### config.mk
export PLATFORM = sky130hd
export DESIGN_NAME = shared_acc_arbiter
export DESIGN_NICKNAME = d
export VERILOG_FILES = /design/src/rtl/snitch_pkg.sv /design/src/rtl/shared_acc_tag_fifo.sv /design/src/rtl/shared_acc_arbiter.sv
export SDC_FILE = /design/constraint.sdc
export NUM_CORES = 1
export LEC_CHECK = 0
export BUFFER_PORTS_ARGS = -buffer_cell sky130_fd_sc_hd__buf_2
export CORE_AREA = 4 4 582 584
export DETAILED_ROUTE_END_ITERATION = 8
export DIE_AREA = 0 0 586 588
export MAX_ROUTING_LAYER = met4
export SLEW_MARGIN = 20
export SYNTH_ARGS = -nofsm -noshare
export SYNTH_HDL_FRONTEND = slang
export SYNTH_SLANG_ARGS = --single-unit
### constraint.sdc
create_clock -name clk_i -period 7.2 [get_ports clk_i]
set_input_delay 0 -clock clk_i [delete_from_list [all_inputs] [get_ports clk_i]]
set_output_delay 0 -clock clk_i [all_outputs]
set_load 0.03 [all_outputs]
### src/rtl/snitch_pkg.sv
// Shared accelerator interface types and the shared MUL/DIV arbitration defaults.
package snitch_pkg;

    typedef enum logic [31:0] {
        FP_SS         = 32'd0,
        SHARED_MULDIV = 32'd1
    } acc_addr_e;

    localparam int unsigned SharedAccMaxOutstanding = 4;

    typedef struct packed {
        logic [31:0] addr;
        logic [4:0]  id;
        logic [31:0] data_op;
        logic [63:0] data_arga;
        logic [63:0] data_argb;
        logic [63:0] data_argc;
    } acc_req_t;

    typedef struct packed {
        logic [4:0]  id;
        logic        error;
        logic [63:0] data;
    } acc_resp_t;

endpackage

### src/rtl/shared_acc_tag_fifo.sv
// In-order requester-tag FIFO for the shared accelerator arbiter (no fall-through).
module shared_acc_tag_fifo #(
    parameter int unsigned Depth = 4,
    parameter int unsigned Width = 2
) (
    input  logic                           clk_i,
    input  logic                           rst_i,
    input  logic                           push_i,
    input  logic [Width-1:0]               data_i,
    input  logic                           pop_i,
    output logic [Width-1:0]               data_o,
    output logic                           full_o,
    output logic                           empty_o,
    output logic [$clog2(Depth+1)-1:0]     usage_o
);
    localparam int unsigned PtrW = (Depth > 1) ? $clog2(Depth) : 1;
    localparam int unsigned CntW = $clog2(Depth + 1);

    logic [Width-1:0] mem [Depth];
    logic [PtrW-1:0]  wr_ptr;
    logic [PtrW-1:0]  rd_ptr;
    logic [CntW-1:0]  cnt;

    function automatic logic [PtrW-1:0] ptr_inc(input logic [PtrW-1:0] p);
        return (p == PtrW'(Depth - 1)) ? '0 : p + PtrW'(1);
    endfunction

    always_ff @(posedge clk_i or posedge rst_i) begin
        if (rst_i) begin
            wr_ptr <= '0;
            rd_ptr <= '0;
            cnt    <= '0;
        end else begin
            if (push_i) wr_ptr <= ptr_inc(wr_ptr);
            if (pop_i)  rd_ptr <= ptr_inc(rd_ptr);
            case ({push_i, pop_i})
                2'b10:   cnt <= cnt + CntW'(1);
                2'b01:   cnt <= cnt - CntW'(1);
                default: ;
            endcase
        end
    end

    always_ff @(posedge clk_i) begin
        if (push_i) mem[wr_ptr] <= data_i;
    end

    assign data_o  = mem[rd_ptr];
    assign full_o  = (cnt == CntW'(Depth));
    assign empty_o = (cnt == '0);
    assign usage_o = cnt;

    push_when_full: assert property (@(posedge clk_i) disable iff (rst_i) !(push_i && full_o));
    pop_when_empty: assert property (@(posedge clk_i) disable iff (rst_i) !(pop_i && empty_o));

endmodule

### src/rtl/shared_acc_arbiter.sv
// Round-robin sharing of one accelerator between NrCores cores with in-order response routing.
// Optional cycle-contention counter: define SHARED_ACC_CONTENTION_CNT_EN.
module shared_acc_arbiter
    import snitch_pkg::*;
#(
    parameter int unsigned NrCores        = 4,
    parameter int unsigned MaxOutstanding = SharedAccMaxOutstanding
) (
    input  logic                     clk_i,
    input  logic                     rst_i,
    input  logic [NrCores-1:0]       core_qvalid_i,
    output logic [NrCores-1:0]       core_qready_o,
    input  acc_req_t [NrCores-1:0]   core_qdata_i,
    output logic [NrCores-1:0]       core_pvalid_o,
    input  logic [NrCores-1:0]       core_pready_i,
    output acc_resp_t                core_pdata_o,
    output logic                     acc_qvalid_o,
    input  logic                     acc_qready_i,
    output acc_req_t                 acc_qdata_o,
    input  logic                     acc_pvalid_i,
    output logic                     acc_pready_o,
    input  acc_resp_t                acc_pdata_i,
    output logic [31:0]              contention_cnt_o
);
    localparam int unsigned IdxW = (NrCores > 1) ? $clog2(NrCores) : 1;
    localparam int unsigned CntW = $clog2(MaxOutstanding + 1);

    logic [IdxW-1:0] rr_ptr;
    logic [IdxW-1:0] winner;
    logic [IdxW-1:0] cand;
    logic [IdxW-1:0] tag_head;
    logic            found;
    logic            can_issue;
    logic            q_hs;
    logic            p_hs;
    logic            tag_full;
    logic            tag_empty;
    logic [CntW-1:0] tag_usage;

    // Cyclic search starting at the RR pointer; first valid requester wins.
    always_comb begin
        winner = rr_ptr;
        found  = 1'b0;
        cand   = '0;
        for (int unsigned i = 0; i < NrCores; i++) begin
            cand = IdxW'((32'(rr_ptr) + i) % NrCores);
            if (!found && core_qvalid_i[cand]) begin
                winner = cand;
                found  = 1'b1;
            end
        end
    end

    always_ff @(posedge clk_i or posedge rst_i) begin
        if (rst_i) begin
            rr_ptr <= '0;
        end else if (q_hs) begin
            rr_ptr <= (winner == IdxW'(NrCores - 1)) ? '0 : winner + IdxW'(1);
        end
    end

    // Readiness looks only at the FIFO occupancy, never at the response side.
    assign can_issue    = !rst_i && (32'(tag_usage) < MaxOutstanding);
    assign acc_qvalid_o = (|core_qvalid_i) && can_issue;
    assign acc_qdata_o  = core_qdata_i[winner];
    assign q_hs         = acc_qvalid_o && acc_qready_i;

    always_comb begin
        core_qready_o = '0;
        if (found && acc_qready_i && can_issue) core_qready_o[winner] = 1'b1;
    end

    always_comb begin
        core_pvalid_o = '0;
        if (acc_pvalid_i && !tag_empty) core_pvalid_o[tag_head] = 1'b1;
    end

    assign acc_pready_o = !tag_empty && core_pready_i[tag_head];
    assign p_hs         = acc_pvalid_i && acc_pready_o;
    assign core_pdata_o = tag_empty ? '0 : acc_pdata_i;

    shared_acc_tag_fifo #(
        .Depth (MaxOutstanding),
        .Width (IdxW)
    ) i_tag_fifo (
        .clk_i   (clk_i),
        .rst_i   (rst_i),
        .push_i  (q_hs),
        .data_i  (winner),
        .pop_i   (p_hs),
        .data_o  (tag_head),
        .full_o  (tag_full),
        .empty_o (tag_empty),
        .usage_o (tag_usage)
    );

    resp_without_tag: assert property (@(posedge clk_i) disable iff (rst_i) acc_pvalid_i |-> !tag_empty);
    grant_when_full:  assert property (@(posedge clk_i) disable iff (rst_i) q_hs |-> !tag_full);

`ifdef SHARED_ACC_CONTENTION_CNT_EN
    logic [31:0] contention_q;
    logic        multi_valid;

    // Clearing the lowest set bit leaves something only if two or more were set.
    assign multi_valid = |(core_qvalid_i & (core_qvalid_i - NrCores'(1)));

    always_ff @(posedge clk_i or posedge rst_i) begin
        if (rst_i) begin
            contention_q <= '0;
        end else if (multi_valid && (contention_q != '1)) begin
            contention_q <= contention_q + 32'd1;
        end
    end

    assign contention_cnt_o = contention_q;
`else
    assign contention_cnt_o = '0;
`endif

endmodule

==> impl_metrics.env <==
export IMPL_ant_nets=0
export IMPL_number_of_cell_instances_on_the_worst_register_to_register_path=10
export IMPL_synthDominantAreaCellType="mux4_2"
export IMPL_drtIter0Drc=1718
export IMPL_grt_overflow_total=0
export IMPL_hold_class="input port to flop"
export IMPL_max_slew_worst_pin_slew_ns=1.15
export IMPL_cts_inserted_buffers=3
export IMPL_netlist_instances=523
export IMPL_final_period_utilization=0.566
export IMPL_ys_dominant_reg_cell="dfrtp_1"
export IMPL_critical_path_endpoint_type="output port"
export IMPL_timing_max_slew_rel_slack=0.231
export IMPL_drv_slew=0
export IMPL_route_final_wire_length_um=336000
export IMPL_setup_repair_after_global_routing_missed_its_margin="no"
export IMPL_timing_critical_path_from="rr_ptr[0]$_DFFE_PP0P_"
export IMPL_netlist_area_mm2=0.00806
export IMPL_netlist_top_cells_area="mux4_2 73%, and2_1 6.1%, buf_4 3.7%"
export IMPL_clock_insertion_delay_worst_skew_ns=0.26
export IMPL_fin_hold_viols=0
export IMPL_design_die_area_mm2=0.345
export IMPL_post_drt_via_cell_ratio=2.43
export IMPL_worst_hold_slack_ns=0.255
export IMPL_flow_area_growth_from_synthesis_pct=176
export IMPL_grt_pass1_wl_um=364000
export IMPL_power_after_layout_mw=8.31
export IMPL_number_of_placed_i_o_pins=1499
export IMPL_critPathRequiredTime_ns=7.20
export IMPL_max_clock_path_buffers=2
export IMPL_synth_edff_count=8
export IMPL_post_synthesis_register_bit_count=17
export IMPL_setup_viol=0
export IMPL_power_frac_clock=0.014
export IMPL_power_frac_seq=0.021
export IMPL_filler_cell_count=39400
export IMPL_floorplan_initialDensity=0.0242
export IMPL_multiInputGateArea_mm2=0.00701
export IMPL_worst_setup_path_start_kind="flop"
export IMPL_port_buffers=1466
export IMPL_worstReg2RegEnd="i_tag_fifo.usage_o[2]$_DFFE_PP0P_"
export IMPL_wl_per_cell_um=48.2
export IMPL_clk_transition_reported_paths_ns=0.05
export IMPL_finish_net_count=3078
export IMPL_clock_tree_root_cell="clkbuf_16"
export IMPL_first_global_vias=14200
export IMPL_grtUsageTotal=0.191
export IMPL_sw_frac_of_total=0.713
export IMPL_core_area_mm2=0.333
export IMPL_setup_total_negative_slack_ns=0
export IMPL_finalCriticalPeriod_ns=4.08
export IMPL_fp_row_count=212
export IMPL_die_h_um=588
export IMPL_crit_arrival_ns=4.08
export IMPL_power_switching_mw=5.93
export IMPL_initial_antenna_violation_count=692
export IMPL_routabilityCongestion=1.53
export IMPL_fraction_of_layout_instances_using_a_drive_strength_above_1=0.905
export IMPL_dp_hpwl_um=321000
export IMPL_seq_area_frac_synth=0.0577
export IMPL_vdd_ir_drop_worst_v=0.000301
export IMPL_layout_cells_most_common_list="1,466 x buf_2, 263 x mux4_2, 79 x and2_1"
export IMPL_cellPowerDensity_mw_per_mm2=374
export IMPL_crit_path_end="acc_qdata_o[132]"
export IMPL_largest_net_degree_at_the_start_of_global_routing=74
export IMPL_warnings_from_yosys=0
export IMPL_cts_tree="built"
export IMPL_post_route_drc_count=0
export IMPL_clock_h_tree_levels=1
export IMPL_num_vias=16900
export IMPL_detailedRoute_firstPassIterationCount=7
export IMPL_fp_dieW_um=586
export IMPL_netlist_cell_type_count=36
export IMPL_layout_area_seq_um2=465
export IMPL_post_cts_buffers=0
export IMPL_worst_path_max_fanout=68
export IMPL_reported_max_cap_violation_count=0
export IMPL_run_status="completed"
export IMPL_finish_instance_area_mm2=0.0222
export IMPL_post_synth_cell_area_avg_um2=15.4
export IMPL_power_leakage_nw=8.35
export IMPL_synth_top_area_frac=0.735
export IMPL_most_common_cell_after_layout_fill_and_taps_aside="buf_2"
export IMPL_cts_sinks=17
export IMPL_power_internal_mw=2.38
export IMPL_postSynth_asyncResetShare=0.529
export IMPL_r2r_start="i_tag_fifo.usage_o[2]$_DFFE_PP0P_"
export IMPL_timing_reg2reg_setup_slack_ns=3.61
export IMPL_combinationalPowerShare=0.966
export IMPL_fmax_mhz=245
export IMPL_dpl_cell_area_mm2=0.0205
export IMPL_path_class="flop to output port"
export IMPL_final_setup_skew_ns=0.00114
[worst min-delay path by stage]
| stage | slack [ns] | start | end | cells past startpoint |
|---|---|---|---|---|
| floorplan | -0.17 | rst_i | i_tag_fifo.rd_ptr[0]$_DFFE_PP0P_ | 1 |
| global placement | 0.02 | rst_i | i_tag_fifo.wr_ptr[0]$_DFFE_PP0P_ | 2 |
| detailed placement | 0.04 | rst_i | rr_ptr[1]$_DFFE_PP0P_ | 2 |
| CTS | 0.27 | acc_qready_i | i_tag_fifo.wr_ptr[0]$_DFFE_PP0P_ | 4 |
| global route | 0.30 | acc_qready_i | i_tag_fifo.wr_ptr[1]$_DFFE_PP0P_ | 3 |
| finish | 0.26 | acc_qready_i | i_tag_fifo.wr_ptr[0]$_DFFE_PP0P_ | 4 |
[final cells by class]
class,instances,area share
multi-input combinational,428,0.315
clock buffer,3,0.00338
antenna,658,0.0740
timing repair buffer,1480,0.337
inverter,11,0.00259
clock inverter,1,0.000225
sequential,17,0.0209
tap,4387,0.247
[cells by family (layout without fill, tap and decap cells)]
group | Yosys count | count (layout) | synth area share
AND/OR/NAND/NOR | 101 | 101 | 0.0759
multiplexers | 270 | 270 | 0.744
other | 1 | 690 | 0.000465
buffers and inverters | 109 | 1495 | 0.0913
adder cells (fa/ha/maj) | 11 | 11 | 0.0180
flip-flops | 17 | 17 | 0.0577
AO/OA/AOI/OAI | 11 | 11 | 0.00947
XOR/XNOR | 3 | 3 | 0.00326
[metal layers]
| layer | GRT usage | wire [µm] | up-vias |
|---|---|---|---|
| li1 | - | - | 5954 |
| met1 | 0.157 | 97000 | 7669 |
| met2 | 0.287 | 149000 | 2388 |
| met3 | 0.183 | 73600 | 930 |
| met4 | 0.0877 | 16900 | 0 |
| met5 | - | 0 | - |
[synth_stat cells (2+ instances only)]
cell	instances
buf_1	8
clkbuf_1	11
xor2_1	2
buf_4	40
mux2i_1	4
or3_1	2
nor2b_1	3
inv_1	9
o31ai_1	2
mux4_2	263
mux2_1	3
edfxtp_1	8
nor2_1	8
buf_6	20
and2_1	79
o21ai_1	4
nand2_1	3
buf_2	19
ha_1	10
dfrtp_1	9
[state kept, by name (all words and copies together) (netlist names)]
register and flops:
i_tag_fifo.wr_ptr 2, i_tag_fifo.mem 8, i_tag_fifo.rd_ptr 2, i_tag_fifo.usage_o 3, rr_ptr 2
[through the flow]
step | utilization | setup slack (ns) | cells
after global placement | 0.0614 | 3.04 | 6320
after detailed placement | 0.0615 | 3.35 | 6322
after global routing | 0.0665 | 2.96 | 6955
final | 0.0668 | 3.12 | 6985
after CTS | 0.0618 | 3.30 | 6327
after floorplan | - | 4.75 | 554
[critical path: stages (launching register included)]
cell	delay (ns)
dfrtp_1	0.41
nor2b_1	0.25
a21oi_1	0.09
o211a_2	0.37
inv_16	0.27
buf_12	0.55
buf_4	0.52
mux4_2	0.60
buf_2	0.21
[power by group through the flow]
stage / sequential (mW) / clock [mW] / combinational (mW)
final: 0.171 / 0.114 / 8.03
after global routing: 0.175 / 0.117 / 8.23
after CTS: 0.169 / 0.113 / 8.18
after detailed placement: 0.171 / 0 / 8.17
after global placement: 0.168 / 0 / 8.10
after floorplan: 0.162 / 0 / 4.16
[repair_timing]
item / CTS / global route
endpoints found under the setup margin: 0 / 0
gates resized for setup: 0 / 0
hold endpoints to repair: 9 / 0
hold buffers: 1 / 0
No activity file was read; power rests on OpenSTA's default activity.
